<file path="src/rtl/spi_reg_pkg.sv">
// -----------------------------------------------------------------------------
// spi_reg_pkg
// Shared types and constants for the SPI register command sequencer.
//   state_e         : frame parser states (IDLE, CMD, WRITE, READ)
//   CMD_RW_BIT      : command bit selecting read (1) or write (0)
//   DEF_STATUS_BYTE : default byte shifted out while the command byte arrives
// No ports (package).
// -----------------------------------------------------------------------------
package spi_reg_pkg;

    typedef enum logic [1:0] {
        IDLE  = 2'd0,
        CMD   = 2'd1,
        WRITE = 2'd2,
        READ  = 2'd3
    } state_e;

    localparam int         CMD_RW_BIT      = 7;
    localparam logic [7:0] DEF_STATUS_BYTE = 8'hA5;

endpackage

</file>
<file path="src/rtl/spi_reg_ctrl_if.sv">
// -----------------------------------------------------------------------------
// spi_reg_ctrl_if
// Bundles the shifter-side byte handshake and the register bus of the SPI
// register command sequencer.
//   ss, rx_data, rx_valid          : from the SPI shifter (already synchronised)
//   tx_data                        : next byte to load into the shifter
//   reg_addr, reg_wdata            : register bus address / write data
//   reg_wr, reg_rd                 : one-cycle register strobes
//   reg_rdata                      : register read data (valid in reg_rd cycle)
//   busy                           : frame in progress
// Modports:
//   slave  : the sequencer itself (it is the SPI slave side)
//   master : the environment (shifter + register file)
// -----------------------------------------------------------------------------
interface spi_reg_ctrl_if #(
    parameter int ADDR_W = 7
);
    logic              ss;
    logic [7:0]        rx_data;
    logic              rx_valid;
    logic [7:0]        tx_data;
    logic [ADDR_W-1:0] reg_addr;
    logic [7:0]        reg_wdata;
    logic              reg_wr;
    logic              reg_rd;
    logic [7:0]        reg_rdata;
    logic              busy;

    modport slave (
        input  ss, rx_data, rx_valid, reg_rdata,
        output tx_data, reg_addr, reg_wdata, reg_wr, reg_rd, busy
    );

    modport master (
        output ss, rx_data, rx_valid, reg_rdata,
        input  tx_data, reg_addr, reg_wdata, reg_wr, reg_rd, busy
    );

endinterface

</file>
<file path="src/rtl/spi_reg_addr_cnt.sv">
// -----------------------------------------------------------------------------
// spi_reg_addr_cnt
// Loadable register-address counter, wrapping modulo 2^ADDR_W.
// Optional feature macro: SPI_REG_CTRL_AUTOINC_EN
//   defined     : i_inc advances the address by one (burst access)
//   not defined : i_inc is ignored, address holds the loaded value
// Ports:
//   clk        : system clock, rising edge
//   rst        : asynchronous active-low reset (address -> 0)
//   i_load     : load i_load_val (has priority over i_inc)
//   i_load_val : address taken from the command byte
//   i_inc      : one access completed this cycle
//   o_addr     : current register address
// -----------------------------------------------------------------------------
module spi_reg_addr_cnt #(
    parameter int ADDR_W = 7
) (
    input  logic              clk,
    input  logic              rst,
    input  logic              i_load,
    input  logic [ADDR_W-1:0] i_load_val,
    input  logic              i_inc,
    output logic [ADDR_W-1:0] o_addr
);

`ifdef SPI_REG_CTRL_AUTOINC_EN
    localparam bit AUTOINC = 1'b1;
`else
    localparam bit AUTOINC = 1'b0;
`endif

    logic [ADDR_W-1:0] r_addr;

    // Wrap from max to 0 falls out of the fixed-width add.
    always_ff @(posedge clk or negedge rst) begin
        if (!rst) begin
            r_addr <= '0;
        end else if (i_load) begin
            r_addr <= i_load_val;
        end else if (AUTOINC && i_inc) begin
            r_addr <= r_addr + ADDR_W'(1);
        end
    end

    assign o_addr = r_addr;

endmodule

</file>
<file path="src/rtl/spi_reg_ctrl.sv">
// -----------------------------------------------------------------------------
// spi_reg_ctrl
// Command sequencer behind a byte-wide SPI slave shifter. Each frame is a
// command byte (bit 7: 1 = read, 0 = write; low ADDR_W bits: address) followed
// by data bytes. Writes strobe reg_wr one clock after each data byte; reads
// strobe reg_rd one clock after the command byte and after each dummy byte, and
// the read data is loaded into tx_data for the next byte slot.
// Optional feature macro: SPI_REG_CTRL_AUTOINC_EN (address auto-increment,
// implemented in spi_reg_addr_cnt).
// Ports:
//   clk : system clock, rising edge
//   rst : asynchronous active-low reset
//   bus : spi_reg_ctrl_if.slave (shifter handshake + register bus)
// -----------------------------------------------------------------------------
module spi_reg_ctrl
    import spi_reg_pkg::*;
#(
    parameter int         ADDR_W      = 7,
    parameter logic [7:0] STATUS_BYTE = DEF_STATUS_BYTE
) (
    input  logic           clk,
    input  logic           rst,
    spi_reg_ctrl_if.slave  bus
);

    state_e            r_state;
    state_e            w_state_next;
    logic              r_reg_wr;
    logic              r_reg_rd;
    logic [7:0]        r_wdata;
    logic [7:0]        r_tx;
    logic              w_reg_wr_next;
    logic              w_reg_rd_next;
    logic              w_wdata_load;
    logic              w_status_load;
    logic              w_addr_load;
    logic [ADDR_W-1:0] w_addr;

    // ------------------------------------------------------------------
    // Next-state / strobe decode
    // ------------------------------------------------------------------
    always_comb begin
        // NOTE: every output of this block gets a default first so no path
        // leaves one unassigned, which would infer a latch.
        w_state_next  = r_state;
        w_reg_wr_next = 1'b0;
        w_reg_rd_next = 1'b0;
        w_wdata_load  = 1'b0;
        w_status_load = 1'b0;
        w_addr_load   = 1'b0;

        // Deselect wins over everything, including a byte arriving this cycle.
        if (bus.ss) begin
            w_state_next = IDLE;
        end else begin
            case (r_state)
                IDLE: begin
                    w_state_next  = CMD;
                    w_status_load = 1'b1;
                end
                CMD: begin
                    if (bus.rx_valid) begin
                        w_addr_load = 1'b1;
                        if (bus.rx_data[CMD_RW_BIT]) begin
                            w_state_next  = READ;
                            w_reg_rd_next = 1'b1;
                        end else begin
                            w_state_next  = WRITE;
                        end
                    end
                end
                WRITE: begin
                    if (bus.rx_valid) begin
                        w_reg_wr_next = 1'b1;
                        w_wdata_load  = 1'b1;
                    end
                end
                READ: begin
                    // Received bytes are dummies; only their arrival matters.
                    if (bus.rx_valid) begin
                        w_reg_rd_next = 1'b1;
                    end
                end
                default: w_state_next = IDLE;
            endcase
        end
    end

    // ------------------------------------------------------------------
    // State and registered outputs
    // ------------------------------------------------------------------
    // NOTE: sequential state uses non-blocking assignments so every register
    // samples the pre-edge values regardless of statement order.
    always_ff @(posedge clk or negedge rst) begin
        if (!rst) begin
            r_state  <= IDLE;
            r_reg_wr <= 1'b0;
            r_reg_rd <= 1'b0;
            r_wdata  <= 8'h00;
            r_tx     <= 8'h00;
        end else begin
            r_state  <= w_state_next;
            r_reg_wr <= w_reg_wr_next;
            r_reg_rd <= w_reg_rd_next;
            if (w_wdata_load) begin
                r_wdata <= bus.rx_data;
            end
            // reg_rdata is only valid while reg_rd is high, so it is captured
            // on that edge; the status load only happens leaving IDLE, where
            // reg_rd can never be high.
            if (w_status_load) begin
                r_tx <= STATUS_BYTE;
            end else if (r_reg_rd) begin
                r_tx <= bus.reg_rdata;
            end
        end
    end

    // Address advances in the cycle after each completed access.
    spi_reg_addr_cnt #(
        .ADDR_W (ADDR_W)
    ) u_addr_cnt (
        .clk        (clk),
        .rst        (rst),
        .i_load     (w_addr_load),
        .i_load_val (bus.rx_data[ADDR_W-1:0]),
        .i_inc      (r_reg_wr | r_reg_rd),
        .o_addr     (w_addr)
    );

    assign bus.tx_data   = r_tx;
    assign bus.reg_addr  = w_addr;
    assign bus.reg_wdata = r_wdata;
    assign bus.reg_wr    = r_reg_wr;
    assign bus.reg_rd    = r_reg_rd;
    assign bus.busy      = (r_state != IDLE);

endmodule

</file>
<file path="src/flat_wrapper.sv">
// flat-port wrapper written by rule: the top's interface ports become plain ports
module spi_reg_ctrl_flat import spi_reg_pkg::*;
#(
    parameter int         ADDR_W      = 7,
    parameter logic [7:0] STATUS_BYTE = DEF_STATUS_BYTE
)
  (clk, rst, bus_ss, bus_rx_data, bus_rx_valid, bus_reg_rdata, bus_tx_data, bus_reg_addr, bus_reg_wdata, bus_reg_wr, bus_reg_rd, bus_busy);
  spi_reg_ctrl_if #(.ADDR_W(ADDR_W)) bus_i ();
  input  logic clk;
  input  logic rst;
  input wire logic [$bits(bus_i.ss)-1:0] bus_ss;
  input wire logic [$bits(bus_i.rx_data)-1:0] bus_rx_data;
  input wire logic [$bits(bus_i.rx_valid)-1:0] bus_rx_valid;
  input wire logic [$bits(bus_i.reg_rdata)-1:0] bus_reg_rdata;
  output wire logic [$bits(bus_i.tx_data)-1:0] bus_tx_data;
  output wire logic [$bits(bus_i.reg_addr)-1:0] bus_reg_addr;
  output wire logic [$bits(bus_i.reg_wdata)-1:0] bus_reg_wdata;
  output wire logic [$bits(bus_i.reg_wr)-1:0] bus_reg_wr;
  output wire logic [$bits(bus_i.reg_rd)-1:0] bus_reg_rd;
  output wire logic [$bits(bus_i.busy)-1:0] bus_busy;
  assign bus_i.ss = bus_ss;
  assign bus_i.rx_data = bus_rx_data;
  assign bus_i.rx_valid = bus_rx_valid;
  assign bus_i.reg_rdata = bus_reg_rdata;
  assign bus_tx_data = bus_i.tx_data;
  assign bus_reg_addr = bus_i.reg_addr;
  assign bus_reg_wdata = bus_i.reg_wdata;
  assign bus_reg_wr = bus_i.reg_wr;
  assign bus_reg_rd = bus_i.reg_rd;
  assign bus_busy = bus_i.busy;
  spi_reg_ctrl #(.ADDR_W(ADDR_W), .STATUS_BYTE(STATUS_BYTE)) u_core (.clk(clk), .rst(rst), .bus(bus_i));
endmodule
</file>
<file path="config.mk">
export PLATFORM = sky130hd
export DESIGN_NAME = spi_reg_ctrl_flat
export DESIGN_NICKNAME = d
export VERILOG_FILES = /design/src/rtl/spi_reg_pkg.sv /design/src/rtl/spi_reg_ctrl_if.sv /design/src/rtl/spi_reg_addr_cnt.sv /design/src/rtl/spi_reg_ctrl.sv /design/src/flat_wrapper.sv
export SDC_FILE = /design/constraint.sdc
export NUM_CORES = 1
export LEC_CHECK = 0
export BUFFER_PORTS_ARGS = -buffer_cell sky130_fd_sc_hd__buf_4
export CAP_MARGIN = 20
export CELL_PAD_IN_SITES_DETAIL_PLACEMENT = 1
export CELL_PAD_IN_SITES_GLOBAL_PLACEMENT = 2
export CORE_ASPECT_RATIO = 0.9
export CORE_MARGIN = 3
export CORE_UTILIZATION = 29
export CTS_CLUSTER_DIAMETER = 40
export DETAILED_ROUTE_END_ITERATION = 10
export PLACE_DENSITY_LB_ADDON = 0.1
export SYNTH_ARGS = -nofsm -noshare
export SYNTH_HDL_FRONTEND = slang
export SYNTH_SLANG_ARGS = --single-unit
</file>
<file path="constraint.sdc">
create_clock -name clk -period 1.4 [get_ports clk]
set_input_delay 0.14 -clock clk [delete_from_list [all_inputs] [get_ports clk]]
set_output_delay 0.14 -clock clk [all_outputs]
set_load 0.005 [all_outputs]
</file>
==> results of run 1 <==
-- worst register-to-register path: stages, from the launching register on --
cell	delay, ns
dfrtp_1	0.42
and4bb_2	0.45
mux2_2	0.36
-- layout make-up --
| type | count | area [µm²] |
|---|---|---|
| flip-flops and latches | 27 | 675.6 |
| repair buffers | 52 | 416.7 |
| clock inverters | 1 | 5.005 |
| clock buffers | 3 | 41.29 |
| multi-input cells | 43 | 366.6 |
| fillers | 362 | 1893 |
| well taps | 44 | 55.05 |
-- synthesized netlist by cell type --
| cell | n |
|---|---|
| or2_2 | 1 |
| buf_6 | 2 |
| nor3_1 | 2 |
| nand2_1 | 5 |
| buf_2 | 1 |
| and4bb_1 | 1 |
| mux2_2 | 15 |
| or3_2 | 1 |
| nor2_1 | 6 |
| and2b_1 | 1 |
| dfrtp_1 | 27 |
| mux2i_1 | 8 |
| a21oi_1 | 1 |
| and4bb_2 | 1 |
| a311oi_1 | 1 |
-- per-stage QoR --
step           setup TNS [ns]  utilization, %  setup WS (ns)  hold slack (ns)
6_report                    0           45.18        0.07071          0.07329
2_1_floorplan               0               -         0.1431          -0.1556
4_1_cts                     0           44.57       0.001338          0.06337
3_5_place_dp                0           42.61        0.05909          0.07775
5_1_grt             -0.002445           45.18      -0.002445          0.07129
3_3_place_gp                0           42.61        0.06570          0.07555
-- cell families (layout without fill, tap and decap cells) --
logic type | Yosys count | count (layout) | synth area share (%)
flops | 27 | 27 | 63.53
buf+inv | 3 | 56 | 2.588
compound gates | 2 | 2 | 1.294
simple gates | 18 | 18 | 9.177
mux | 23 | 23 | 23.41
-- worst max-delay path by stage --
stage	start	end	cells past startpoint
6_report	u_core.r_state[1]$_DFFE_PN0P_	u_core.u_addr_cnt.o_addr[1]$_DFFE_PN0P_	2
5_1_grt	u_core.r_state[1]$_DFFE_PN0P_	u_core.u_addr_cnt.o_addr[6]$_DFFE_PN0P_	2
4_1_cts	u_core.r_state[1]$_DFFE_PN0P_	bus_busy	3
3_5_place_dp	u_core.r_state[1]$_DFFE_PN0P_	u_core.u_addr_cnt.o_addr[6]$_DFFE_PN0P_	2
3_3_place_gp	u_core.r_state[1]$_DFFE_PN0P_	u_core.u_addr_cnt.o_addr[3]$_DFFE_PN0P_	2
2_1_floorplan	u_core.r_state[1]$_DFFE_PN0P_	u_core.u_addr_cnt.o_addr[0]$_DFFE_PN0P_	3
-- power by group through the flow --
stage          Clock, mW  Sequential, mW  Combinational, mW
3_3_place_gp           0            1.02              0.499
5_1_grt            0.497            1.03              0.566
3_5_place_dp           0            1.03              0.508
2_1_floorplan          0            1.03              0.164
6_report           0.428            1.01              0.514
4_1_cts            0.450            1.01              0.517
-- per-layer routing --
metal,vias up,track usage (%),share of wire (%),wire [µm]
li1,361,-,-,-
met2,21,17.45,49,1150
met4,0,4.306,0.77,18
met3,2,3.030,5.9,138
met1,371,14.67,44,1030
met5,-,0,0,0
-- sequential cells by signal, summed over array words and instances (netlist names) --
name,flops
u_core.bus.reg_rd,1
u_core.bus.reg_wr,1
u_core.u_addr_cnt.o_addr,7
u_core.r_state,2
u_core.bus.reg_wdata,8
u_core.bus.tx_data,8
-- timing repair --
| action | in CTS | in global routing |
|---|---|---|
| gates cloned | 0 | 0 |
| setup endpoints to repair | 1 | 3 |
| hold buffers | 1 | 0 |
| gates resized for setup | 1 | 4 |
| buffers inserted | 1 | 1 |
| endpoints found under the hold margin | 27 | 0 |
==> impl_metrics.env, run 1 <==
export IMPL_globalRouteOverflowTotal=0
export IMPL_core_um2=3453
export IMPL_final_common_cell="buf_4"
export IMPL_switching_share_pct=24.36
export IMPL_setup_worst_path_class="reg -> reg"
export IMPL_p_per_area_nw_per_um2=1252
export IMPL_cell_internal_pwr_mw=1.478
export IMPL_synthCells=73
export IMPL_postSynthNetCount=93
export IMPL_dp_cells=163
export IMPL_hold_path_class="in -> reg"
export IMPL_die_area_um2=4431
export IMPL_cts_htree_levels=1
export IMPL_vias=755
export IMPL_power_ir_vdd_worst_mv=0.5123
export IMPL_setup_worst_path_start_class="flip-flop"
export IMPL_first_pass_grt_wire_length_um=3919
export IMPL_clock_power_share_pct=21.9
export IMPL_wire_length_per_cell_um=13.75
export IMPL_post_route_cells_drive_above_1_share_pct=57.94
export IMPL_report_final_slew_viol_count=0
export IMPL_hp_start="bus_ss"
export IMPL_number_of_flip_flops_and_latches_in_the_synthesized_netlist=27
export IMPL_finalSetupViolCount=0
export IMPL_worst_skew_pair_late_latency_ns=0.27
export IMPL_number_of_antenna_violations_at_the_first_check_in_global_routing=0
export IMPL_post_drt_via_cell_ratio=4.441
export IMPL_row_count=20
export IMPL_stdcell_count=170
export IMPL_insertedDiodeCount=0
export IMPL_critPathBufInv=0
export IMPL_min_to="u_core.r_state[1]$_DFFE_PN0P_"
export IMPL_maxClockFrequency_mhz=752.3
export IMPL_dp_hpwl_um=1729
export IMPL_layout_worst_path_cycle_share_pct=94.95
export IMPL_postPlaceCellArea_um2=1471
export IMPL_fp_dieW_um=69.84
export IMPL_fin_nets=147
export IMPL_worst_endpoint_arrival_ns=1.49
export IMPL_clkSlewWorstSetupHoldPaths_ns=0.08
export IMPL_finalWeightedCongestion=0.6123
export IMPL_synth_cell_types=15
export IMPL_design_area_um2=1560
export IMPL_timing_hold_violations_final=0
export IMPL_regToRegStartpoint="u_core.r_state[1]$_DFFE_PN0P_"
export IMPL_mostFrequentLayoutCells="buf_4 (47), dfrtp_1 (27), mux2_2 (15), mux2i_1 (8), nor2_1 (6)"
export IMPL_worst_ep_required_time_ns=1.56
export IMPL_synth_top_cell_area_share_pct=63.53
export IMPL_holdPathStages=2
export IMPL_timing_rr_end="u_core.u_addr_cnt.o_addr[1]$_DFFE_PN0P_"
export IMPL_leak_nw=0.7395
export IMPL_grt_start_max_net_pins=28
export IMPL_timing_final_crit_period_ns=1.329
export IMPL_drt_antenna_violating_nets=0
export IMPL_cp_cell_sequence="and4bb_2, mux2_2"
export IMPL_drt_pass1_iter_count=2
export IMPL_setup_worst_path_end_class="flip-flop"
export IMPL_power_frac_seq_pct=51.7
export IMPL_clock_tree_root_cell="clkbuf_8"
export IMPL_synth_avg_cell_area_um2=14.57
export IMPL_post_route_drc_count=0
export IMPL_first_global_vias=804
export IMPL_outcome="finished clean"
export IMPL_clk_path_buf_depth=2
export IMPL_area_growth_synth_to_final_pct=46.71
export IMPL_clock_tree_from_tritoncts="yes"
export IMPL_r2r_cells=2
export IMPL_max_cap_violations=0
export IMPL_least_margin_pin_slew_ns=0.4514
export IMPL_ys_seq_area_share_pct=63.53
export IMPL_number_of_clock_buffers_inserted_by_tritoncts=3
export IMPL_power_net_switching_mw=0.4759
export IMPL_starting_drc_count_in_detailed_routing=16
export IMPL_synthesis_warnings=0
export IMPL_initial_core_util_pct=30.80
export IMPL_critPathSlowestCell="and4bb_2"
export IMPL_io_buffers=45
export IMPL_slew_hr_pct=69.91
export IMPL_clock_skew_after_layout_ns=0.007258
export IMPL_share_comb_of_total_power_pct=26.3
export IMPL_synth_top_cells_by_area="dfrtp_1 (64%), mux2_2 (16%), mux2i_1 (7.5%)"
export IMPL_family_of_cells_with_the_greatest_summed_delay_on_the_critical_path="simple AND/OR/NAND/NOR gates"
export IMPL_total_track_usage_pct=11.15
export IMPL_cp_max_fo=7
export IMPL_report_power_total_mw=1.954
export IMPL_max_stage_delay_ns=0.45
export IMPL_clock_sinks=27
export IMPL_die_h_um=63.45
export IMPL_netlist_top_cell_by_area="dfrtp_1"
export IMPL_detail_route_wirelength_um=2337
export IMPL_synth_area_um2=1064
export IMPL_floorplan_io_pins=46
export IMPL_ff2ff_setup_slack_ns=0.07
No activity file was read; power rests on OpenSTA's default activity.
==> inputs of run 2 (changes only) <==
--- a/config.mk
+++ b/config.mk
@@ -10,7 +10,7 @@
 export CELL_PAD_IN_SITES_DETAIL_PLACEMENT = 1
 export CELL_PAD_IN_SITES_GLOBAL_PLACEMENT = 2
 export CORE_ASPECT_RATIO = 0.9
-export CORE_MARGIN = 3
+export CORE_MARGIN = 2
 export CORE_UTILIZATION = 29
 export CTS_CLUSTER_DIAMETER = 40
 export DETAILED_ROUTE_END_ITERATION = 10
==> impl_metrics.env, run 2 (synthesis gave the netlist of run 1 again) <==
export IMPL_cp_max_fo=9
export IMPL_finish_utilization_pct=45.22
export IMPL_post_route_drc_count=0
export IMPL_number_of_antenna_violations_at_the_first_check_in_global_routing=0
export IMPL_finalWeightedCongestion=0.5936
export IMPL_first_global_vias=772
export IMPL_setup_worst_path_end_class="flip-flop"
export IMPL_globalRouteOverflowTotal=0
export IMPL_hold_path_class="in -> reg"
export IMPL_p_per_area_nw_per_um2=1252
export IMPL_vias=770
export IMPL_power_ir_vdd_worst_mv=0.5503
export IMPL_clock_tree_from_tritoncts="yes"
export IMPL_setup_repair_after_global_routing_missed_its_margin="yes"
export IMPL_finalSetupViolCount=0
export IMPL_clk_path_buf_depth=2
export IMPL_dp_hpwl_um=1779
export IMPL_cell_internal_pwr_mw=1.484
export IMPL_outcome="finished clean"
export IMPL_insertedDiodeCount=0
export IMPL_initial_core_util_pct=30.80
export IMPL_stdcell_count=171
export IMPL_die_h_um=61.45
export IMPL_slew_hr_pct=69.91
export IMPL_critPathSlowestCell="dfrtp_2"
export IMPL_cp_cell_sequence="and4bb_1, buf_12, mux2_2"
export IMPL_drt_pass1_iter_count=2
export IMPL_die_area_um2=4168
export IMPL_clock_tree_root_cell="clkbuf_8"
export IMPL_max_cap_violations=0
export IMPL_grt_util_met1_pct=15.42
export IMPL_area_growth_synth_to_final_pct=46.82
export IMPL_core_um2=3453
export IMPL_timing_final_crit_period_ns=1.358
export IMPL_worst_skew_pair_late_latency_ns=0.26
export IMPL_post_drt_via_cell_ratio=4.503
export IMPL_total_track_usage_pct=12.38
export IMPL_share_comb_of_total_power_pct=26.4
export IMPL_power_frac_seq_pct=51.9
export IMPL_io_buffers=45
export IMPL_gr_max_usage_layer="met2"
export IMPL_fp_dieW_um=67.84
export IMPL_setup_worst_path_start_class="flip-flop"
export IMPL_maxClockFrequency_mhz=736.6
export IMPL_clock_power_share_pct=21.7
export IMPL_final_common_cell="buf_4"
export IMPL_first_pass_grt_wire_length_um=3691
export IMPL_worst_endpoint_arrival_ns=1.51
export IMPL_post_route_cells_drive_above_1_share_pct=58.27
export IMPL_worst_ep_required_time_ns=1.56
export IMPL_power_net_switching_mw=0.4709
export IMPL_clock_sinks=27
export IMPL_timing_hold_violations_final=0
export IMPL_drt_antenna_violating_nets=0
export IMPL_row_count=20
export IMPL_number_of_clock_buffers_inserted_by_tritoncts=3
export IMPL_setup_worst_path_class="reg -> reg"
export IMPL_max_stage_delay_ns=0.45
export IMPL_detail_route_wirelength_um=2316
export IMPL_clkSlewWorstSetupHoldPaths_ns=0.08
export IMPL_cts_htree_levels=1
export IMPL_fin_nets=148
export IMPL_report_power_total_mw=1.955
export IMPL_mostFrequentLayoutCells="buf_4 (49), dfrtp_1 (26), mux2_2 (14), mux2i_1 (8), nor2_1 (6)"
export IMPL_least_margin_pin_slew_ns=0.4513
export IMPL_starting_drc_count_in_detailed_routing=20
export IMPL_dp_cells=163
export IMPL_wire_length_per_cell_um=13.54
export IMPL_grt_util_met3_pct=4.205
export IMPL_layout_worst_path_cycle_share_pct=96.97
export IMPL_leak_nw=0.7415
export IMPL_grt_met2_usage_pct=19.89
export IMPL_clock_skew_after_layout_ns=0.001649
export IMPL_report_final_slew_viol_count=0
export IMPL_switching_share_pct=24.08
export IMPL_grt_start_max_net_pins=28
export IMPL_floorplan_io_pins=46
-- run 2: final timing paths --
path	startpoint	end	slack (ns)	depth (start not counted)
setup / recovery	u_core.r_state[0]$_DFFE_PN0P_	u_core.bus.reg_wdata[4]$_DFFE_PN0P_	0.04	3
hold / removal	bus_ss	u_core.r_state[0]$_DFFE_PN0P_	0.08	2
setup reg to reg	u_core.r_state[0]$_DFFE_PN0P_	u_core.bus.reg_wdata[4]$_DFFE_PN0P_	0.04	3
hold reg to reg	u_core.bus.tx_data[2]$_DFFE_PN0P_	u_core.bus.tx_data[2]$_DFFE_PN0P_	0.51	2
max in group asynchronous	rst	u_core.r_state[0]$_DFFE_PN0P_	0.82	2
min in group asynchronous	rst	u_core.bus.reg_wr$_DFF_PN0_	0.31	2
-- run 2: layer usage --
layer	routed length, µm	vias up
met3	162	2
met1	984	384
met4	23	0
met2	1146	23
met5	0	-
li1	-	361
-- run 2: critical path: cells and delay by family (launching register included) --
family	cells	cell delay, ns
buffers and inverters	1	0.14
AND/OR/NAND/NOR	1	0.33
flip-flops	1	0.45
multiplexers	1	0.33
-- run 2: cell type report --
cell class                 instances  area [µm²]
tap                               44       55.05
clock buffer                       4       45.04
timing repair buffer              53       420.4
sequential                        27       676.9
fill                             391        1892
multi-input combinational         43       364.1
-- run 2: power groups by stage --
stage               logic [mW]  registers, mW  clock network (mW)
CTS                      0.516           1.02               0.450
floorplan                0.164           1.03                   0
finish                   0.517           1.02               0.423
global placement         0.494           1.03                   0
detailed placement       0.509           1.03                   0
global route             0.569           1.04               0.484
-- run 2: per-stage QoR --
step	hold slack (ns)	area, µm²	setup TNS [ns]	setup WS, ns
3_5_place_dp	0.07671	1471	0	0.02784
5_1_grt	0.06390	1562	-0.003887	-0.001459
4_1_cts	0.06344	1534	0	0.01034
2_1_floorplan	-0.1556	1064	0	0.1431
3_3_place_gp	0.07952	1471	0	0.04706
6_report	0.07527	1562	0	0.04244
-- run 2: what timing repair did --
action	4_1_cts	5_1_grt
endpoints found under the hold margin	27	0
setup endpoints to repair	1	3
pin swaps	0	1
gates resized for setup	0	4
gates cloned	0	0
setup buffers	1	2
hold buffers	1	0
